<file path="src/rtl/regfile_wb_arbiter_if.sv">
// Writeback arbiter bus: two writeback request ports (A, B) plus the
// registered register-file write port and the priority debug flag.
//   master modport : writeback sources / register file side (drives requests)
//   slave  modport : the arbiter (drives readies and the write port)
interface regfile_wb_arbiter_if #(
  parameter int unsigned REG_ADDR = 5,
  parameter int unsigned REG_SIZE = 32
);
  logic                a_valid;
  logic                a_ready;
  logic [REG_ADDR-1:0] a_wreg;
  logic [REG_SIZE-1:0] a_wdata;
  logic                b_valid;
  logic                b_ready;
  logic [REG_ADDR-1:0] b_wreg;
  logic [REG_SIZE-1:0] b_wdata;
  logic                regwrite;
  logic [REG_ADDR-1:0] wreg;
  logic [REG_SIZE-1:0] wdata;
  logic                b_prio;

  modport slave (
    input  a_valid, a_wreg, a_wdata, b_valid, b_wreg, b_wdata,
    output a_ready, b_ready, regwrite, wreg, wdata, b_prio
  );

  modport master (
    output a_valid, a_wreg, a_wdata, b_valid, b_wreg, b_wdata,
    input  a_ready, b_ready, regwrite, wreg, wdata, b_prio
  );
endinterface

</file>
<file path="src/rtl/regfile_wb_arbiter.sv">
// regfile_wb_arbiter
// Shares the single register-file write port between the in-order pipeline
// writeback (port A) and a long-latency unit (port B). A wins by default; the
// write is registered, so the register file sees it one cycle after the grant.
// Writes to r0 complete the handshake but never assert regwrite.
//
// Ports:
//   clk  - clock, rising edge
//   rst  - asynchronous, active-high reset
//   wb   - regfile_wb_arbiter_if.slave: a_/b_ valid/ready/wreg/wdata requests,
//          registered regwrite/wreg/wdata outputs, b_prio debug flag
//
// Build option: WB_ARB_FAIR_EN
//   defined   - starvation counter promotes B to priority (PRI_B) after
//               STARVE_MAX consecutive refused cycles
//   undefined - strict A priority, no FSM/counter, b_prio tied low
module regfile_wb_arbiter #(
  parameter int unsigned STARVE_MAX = 4,
  parameter int unsigned CNT_W      = 4,
  parameter int unsigned REG_ADDR   = 5,
  parameter int unsigned REG_SIZE   = 32
) (
  input  logic                 clk,
  input  logic                 rst,
  regfile_wb_arbiter_if.slave  wb
);

  logic                grant_a;
  logic                grant_b;
  logic                transfer;
  logic [REG_ADDR-1:0] sel_wreg;
  logic [REG_SIZE-1:0] sel_wdata;
  logic                regwrite_q;
  logic [REG_ADDR-1:0] wreg_q;
  logic [REG_SIZE-1:0] wdata_q;

`ifdef WB_ARB_FAIR_EN
  typedef enum logic {
    PRI_A = 1'b0,
    PRI_B = 1'b1
  } state_t;

  localparam logic [CNT_W-1:0] CNT_MAX  = CNT_W'(STARVE_MAX);
  localparam logic [CNT_W-1:0] CNT_LAST = CNT_W'(STARVE_MAX - 1);

  state_t           state;
  state_t           state_nxt;
  logic [CNT_W-1:0] starve_cnt;
  logic [CNT_W-1:0] starve_nxt;

  always_ff @(posedge clk or posedge rst) begin
    if (rst) begin
      state      <= PRI_A;
      starve_cnt <= '0;
    end else begin
      state      <= state_nxt;
      starve_cnt <= starve_nxt;
    end
  end

  always_comb begin
    grant_a    = 1'b0;
    grant_b    = 1'b0;
    state_nxt  = state;
    starve_nxt = starve_cnt;

    case (state)
      PRI_A: begin
        grant_a = wb.a_valid;
        grant_b = wb.b_valid && !wb.a_valid;
        if (wb.b_valid && !grant_b && (starve_cnt == CNT_LAST))
          state_nxt = PRI_B;
      end
      PRI_B: begin
        grant_b   = wb.b_valid;
        grant_a   = wb.a_valid && !wb.b_valid;
        // In PRI_B a pending B is always granted, so either B transferred or
        // b_valid was low: both conditions return to PRI_A after one cycle.
        state_nxt = PRI_A;
      end
      default: state_nxt = PRI_A;
    endcase

    if (!wb.b_valid || grant_b)
      starve_nxt = '0;
    else if (starve_cnt != CNT_MAX)
      starve_nxt = starve_cnt + 1'b1;
  end

  assign wb.b_prio = (state == PRI_B);
`else
  assign grant_a   = wb.a_valid;
  assign grant_b   = wb.b_valid && !wb.a_valid;
  assign wb.b_prio = 1'b0;

  // Fairness parameters have no effect in the strict-priority build.
  logic unused_cfg;
  assign unused_cfg = ^{STARVE_MAX, CNT_W};
`endif

  assign wb.a_ready = grant_a;
  assign wb.b_ready = grant_b;

  assign transfer  = grant_a || grant_b;
  assign sel_wreg  = grant_b ? wb.b_wreg  : wb.a_wreg;
  assign sel_wdata = grant_b ? wb.b_wdata : wb.a_wdata;

  always_ff @(posedge clk or posedge rst) begin
    if (rst) begin
      regwrite_q <= 1'b0;
      wreg_q     <= '0;
      wdata_q    <= '0;
    end else begin
      regwrite_q <= transfer && (sel_wreg != '0);
      if (transfer) begin
        wreg_q  <= sel_wreg;
        wdata_q <= sel_wdata;
      end
    end
  end

  assign wb.regwrite = regwrite_q;
  assign wb.wreg     = wreg_q;
  assign wb.wdata    = wdata_q;

endmodule

</file>
<file path="src/flat_wrapper.sv">
// flat-port wrapper written by rule: the top's interface ports become plain ports
module regfile_wb_arbiter_flat 
#(
  parameter int unsigned STARVE_MAX = 4,
  parameter int unsigned CNT_W      = 4,
  parameter int unsigned REG_ADDR   = 5,
  parameter int unsigned REG_SIZE   = 32
)
  (clk, rst, wb_a_valid, wb_a_wreg, wb_a_wdata, wb_b_valid, wb_b_wreg, wb_b_wdata, wb_a_ready, wb_b_ready, wb_regwrite, wb_wreg, wb_wdata, wb_b_prio);
  regfile_wb_arbiter_if #(.REG_ADDR(REG_ADDR), .REG_SIZE(REG_SIZE)) wb_i ();
  input  logic clk;
  input  logic rst;
  input wire logic [$bits(wb_i.a_valid)-1:0] wb_a_valid;
  input wire logic [$bits(wb_i.a_wreg)-1:0] wb_a_wreg;
  input wire logic [$bits(wb_i.a_wdata)-1:0] wb_a_wdata;
  input wire logic [$bits(wb_i.b_valid)-1:0] wb_b_valid;
  input wire logic [$bits(wb_i.b_wreg)-1:0] wb_b_wreg;
  input wire logic [$bits(wb_i.b_wdata)-1:0] wb_b_wdata;
  output wire logic [$bits(wb_i.a_ready)-1:0] wb_a_ready;
  output wire logic [$bits(wb_i.b_ready)-1:0] wb_b_ready;
  output wire logic [$bits(wb_i.regwrite)-1:0] wb_regwrite;
  output wire logic [$bits(wb_i.wreg)-1:0] wb_wreg;
  output wire logic [$bits(wb_i.wdata)-1:0] wb_wdata;
  output wire logic [$bits(wb_i.b_prio)-1:0] wb_b_prio;
  assign wb_i.a_valid = wb_a_valid;
  assign wb_i.a_wreg = wb_a_wreg;
  assign wb_i.a_wdata = wb_a_wdata;
  assign wb_i.b_valid = wb_b_valid;
  assign wb_i.b_wreg = wb_b_wreg;
  assign wb_i.b_wdata = wb_b_wdata;
  assign wb_a_ready = wb_i.a_ready;
  assign wb_b_ready = wb_i.b_ready;
  assign wb_regwrite = wb_i.regwrite;
  assign wb_wreg = wb_i.wreg;
  assign wb_wdata = wb_i.wdata;
  assign wb_b_prio = wb_i.b_prio;
  regfile_wb_arbiter #(.STARVE_MAX(STARVE_MAX), .CNT_W(CNT_W), .REG_ADDR(REG_ADDR), .REG_SIZE(REG_SIZE)) u_core (.clk(clk), .rst(rst), .wb(wb_i));
endmodule
</file>
<file path="config.mk">
export PLATFORM = sky130hd
export DESIGN_NAME = regfile_wb_arbiter_flat
export DESIGN_NICKNAME = d
export VERILOG_FILES = /design/src/rtl/regfile_wb_arbiter_if.sv /design/src/rtl/regfile_wb_arbiter.sv /design/src/flat_wrapper.sv
export SDC_FILE = /design/constraint.sdc
export NUM_CORES = 1
export LEC_CHECK = 0
export CAP_MARGIN = 40
export CORE_MARGIN = 4
export CORE_UTILIZATION = 38
export DETAILED_ROUTE_END_ITERATION = 7
export PLACE_DENSITY = 0.95
export SLEW_MARGIN = 10
export SYNTH_ARGS = -nofsm -noshare
export SYNTH_HDL_FRONTEND = slang
export SYNTH_SLANG_ARGS = --single-unit
</file>
<file path="constraint.sdc">
create_clock -name clk -period 1.9 [get_ports clk]
set_clock_uncertainty 0.1 [all_clocks]
set_input_delay 0.19 -clock clk [delete_from_list [all_inputs] [get_ports clk]]
set_output_delay 0.19 -clock clk [all_outputs]
set_load 0.05 [all_outputs]
</file>
==> PnR_summary.wiki <==
{| class="wikitable"
! Metric !! Value
|-
| Outcome || finished clean
|-
| Horiz. Die Dim || about 76 µm
|-
| Worst Max-Slew Pin Slew || 0.527 ns
|-
| Clock Latency Late Sink || roughly 0.27 ns
|-
| Type of destination of the critical path || output pin
|-
| Number of pins with negative max-slew slack in the final report || 0
|-
| Sequential fraction of design power || about two fifths
|-
| Layout cells sized above 1 || 5.23%
|-
| Clock tree from TritonCTS || done
|-
| Number of buffers between clock root and the deepest sink || 2
|-
| Number of antenna repair diodes || 0
|-
| Dpl hpwl || around 4.0 mm
|-
| DRC violation count after routing || 0
|-
| Floorplan core area || 4440 µm²
|-
| Detailed-routing iteration count for the pre-antenna-repair pass || 4
|-
| Cell type contributing the most total cell area after synthesis || sky130_fd_sc_hd__dfrtp_1
|-
| Antenna violations before repair || 0
|-
| Fraction of power consumed by combinational cells || ~36%
|-
| Fin area || roughly 3100 µm²
|-
| Total number of yosys warnings || 0
|-
| Proportion of synthesized chip area in sequential cells || between 50% and 60%
|-
| Clk pwr share || 22.9%
|-
| Site row count || 24
|-
| Switching power summed over all nets || ~0.75 mW
|-
| Vias per std cell || about 4.9
|-
| Synthesized netlist net count || around 250
|-
| Largest stage delay on the critical path || slightly above 0.8 ns
|-
| Max-cap violations || 0
|-
| Combined buffer and inverter count along the critical path || 1
|-
| Core Util, Final || approximately 69%
|-
| Count of placed standard cells including taps || 331
|-
| H-Tree Level Count || 2
|-
| DR WL/cell || between 15 and 20 µm
|-
| Crit start category || register
|-
| Number of enable flip-flop cells after synthesis || 0
|-
| Synth-to-Final Area Change || 72.7%
|-
| Final number of hold-violating endpoints || 0
|-
| Worst rel slew slack || about two thirds
|-
| Slowest stage cell, crit path || sky130_fd_sc_hd__clkdlybuf4s50_1
|-
| Largest driver fanout on the critical path || 2
|-
| Place WS || ~0.36 ns
|-
| Global-route wire length before repair || 8.40 mm
|-
| Post-synth top area share || between 50% and 60%
|-
| Worst Hold Class || primary input to register
|-
| Category of the most critical setup path || register to output pin
|-
| Post-cts sizing count || 0
|-
| Area of the die || 5830 µm²
|-
| Ys async rst share || 100%
|-
| Cell area after synthesis || around 1800 µm²
|-
| Nets@finish || 365
|-
| DR iter-0 viols || between 70 and 80
|-
| Switching share of total power || 33.5%
|-
| Pleak || around 1.4 nW
|-
| Cells on Worst Hold Path || 2
|-
| Die outline height || about 76 µm
|-
| Total wire length || 5.19 mm
|-
| Weighted congestion reported at the end of routability-driven placement || 0.754
|-
| # IOs || approximately 120
|-
| Clk Tree Root Cell || sky130_fd_sc_hd__clkbuf_8
|-
| Final instance count without filler cells || roughly 340
|-
| Arrival @ worst endpoint || 1.46 ns
|-
| Number of distinct standard cells referenced by the synthesized netlist || 13
|-
| Placed Area || a little under 3000 µm²
|-
| Synth area leaders || sky130_fd_sc_hd__dfrtp_1 (54%), sky130_fd_sc_hd__mux2i_1 (21%), sky130_fd_sc_hd__nand2_1 (8.0%)
|-
| Setup Viol. Count Final || 0
|-
| Worst Reg2Reg Path Length in Cells || 2
|-
| Number of cells on the critical path || 1
|-
| Global Route Usage Sum || between 15 and 20%
|-
| Average footprint of a synthesized cell || slightly above 10 µm²
|-
| Clock transition at the registers of the reported paths || roughly 0.070 ns
|-
| Total clock buffers created by CTS || 5
|-
| Maximum VDD drop || 321 µV
|-
| Clock sink count || 38
|-
| Critical path startpoint || u_core.wb.wreg[1]
|-
| Vias in the first global route || between 1500 and 2000
|-
| Post-Syn Instances || 171
|-
| Most frequent cells after synthesis || sky130_fd_sc_hd__dfrtp_1 (38), sky130_fd_sc_hd__nand2_1 (38), sky130_fd_sc_hd__mux2i_1 (37)
|-
| Fraction of the cycle the final worst path needs || 92.3%
|-
| Total overflow reported by the global router || 0
|-
| Endpoint required time on the critical path || 1.61 ns
|-
| Count of nets left with antenna violations after detail routing || 0
|-
| Starting density of the core || 40.0%
|-
| Post-layout minimum cycle time || 1.75 ns
|-
| Filler Cells Inserted || between 300 and 400
|-
| RSZ-0062 raised after global routing || false
|-
| Final worst-path setup slack || between 0.1 and 0.15 ns
|-
| Predominant post-synthesis flop cell || sky130_fd_sc_hd__dfrtp_1
|-
| Startpoint of the lowest-slack register-to-register path || u_core.wb.wdata[24]
|-
| Total number of vias || between 1500 and 2000
|-
| Launch point of the worst hold path || wb_a_valid
|-
| Final Hold Slack || about 0.045 ns
|-
| Yosys reg bits || 38
|-
| Setup tns final || 0 ns
|-
| Ratio of total power to cell area || ~730 nW/µm²
|-
| Total power of the final layout || about 2.2 mW
|-
| Highest attainable clock frequency || 570 MHz
|-
| Cell family with most CP delay || buffers and inverters
|-
| Quantity of I/O buffers inserted on ports || about 120
|-
| Internal power component || 1.48 mW
|-
| Critical path cell sequence || clkdlybuf4s50_1
|-
| Pin count of the biggest net entering global routing || 42
|}
[sequential cells by signal, indices dropped and copies added (netlist names)]
name / cells
u_core.wb.wdata: 32
u_core.wb.regwrite: 1
u_core.wb.wreg: 5
[cells in the final DEF (no fill, tap or decap)]
cell,Yosys,routed
sky130_fd_sc_hd__clkdlybuf4s50_1,0,112
sky130_fd_sc_hd__nand2_1,38,38
sky130_fd_sc_hd__dfrtp_1,38,38
sky130_fd_sc_hd__mux2i_1,37,37
sky130_fd_sc_hd__o21ai_1,22,22
sky130_fd_sc_hd__o21ai_0,17,17
sky130_fd_sc_hd__clkbuf_8,0,5
sky130_fd_sc_hd__buf_4,4,5
sky130_fd_sc_hd__buf_12,0,3
sky130_fd_sc_hd__or4_1,2,2
sky130_fd_sc_hd__clkbuf_1,3,2
sky130_fd_sc_hd__buf_2,5,2
sky130_fd_sc_hd__nor2b_1,1,1
sky130_fd_sc_hd__inv_1,1,1
sky130_fd_sc_hd__conb_1,1,1
sky130_fd_sc_hd__dlygate4sd3_1,0,1
[kinds of logic after synthesis]
| kind of cell | count (synthesis) | synth area share (%) |
|---|---|---|
| other | 1 | 0.211 |
| AOI/OAI and AO/OA | 39 | 11.0 |
| and+or+nand+nor | 41 | 9.23 |
| DFF | 38 | 53.5 |
| buffers and inverters | 15 | 5.21 |
| muxes | 37 | 20.8 |
[per-layer routing]
layer,vias up,track usage [%],share of wire [%]
li1,812,-,-
met1,757,20.9,41
met2,76,31.3,50
met3,5,6.03,8.2
met4,0,4.89,0.87
met5,-,0,0
[path summary, 6_finish.rpt]
kind                            slack [ns]                   to
worst max-delay path                  0.15           wb_wreg[1]
worst min-delay path                  0.05  u_core.wb.wdata[31]
worst max register to register        1.04  u_core.wb.wdata[24]
worst min register to register        0.45  u_core.wb.wdata[13]
max in group asynchronous             0.72   u_core.wb.wdata[3]
min in group asynchronous             0.55  u_core.wb.wdata[31]
[power by group through the flow]
stage,Combinational [mW],Clock (mW),Sequential [mW]
2_1_floorplan,0.173,0,1.20
3_3_place_gp,0.788,0,0.932
3_5_place_dp,0.799,0,0.937
5_1_grt,0.839,0.565,0.931
6_report,0.795,0.509,0.922
4_1_cts,0.803,0.534,0.922
[timing repair]
action / CTS / global route
endpoints found under the hold margin: 2 / 0
buffers inserted: 0 / 0
hold buffers: 1 / 0
[cell type report]
cell class	instances	area, µm²	share of cell area (%)
Timing Repair Buffer	123	1240	40.4
Clock buffer	7	76.3	2.49
Sequential cell	38	951	31.0
Inverter	1	3.75	0.122
Multi-Input combinational cell	118	733	23.9
Tap cell	52	65.1	2.12
No activity file was read; power rests on OpenSTA's default activity.
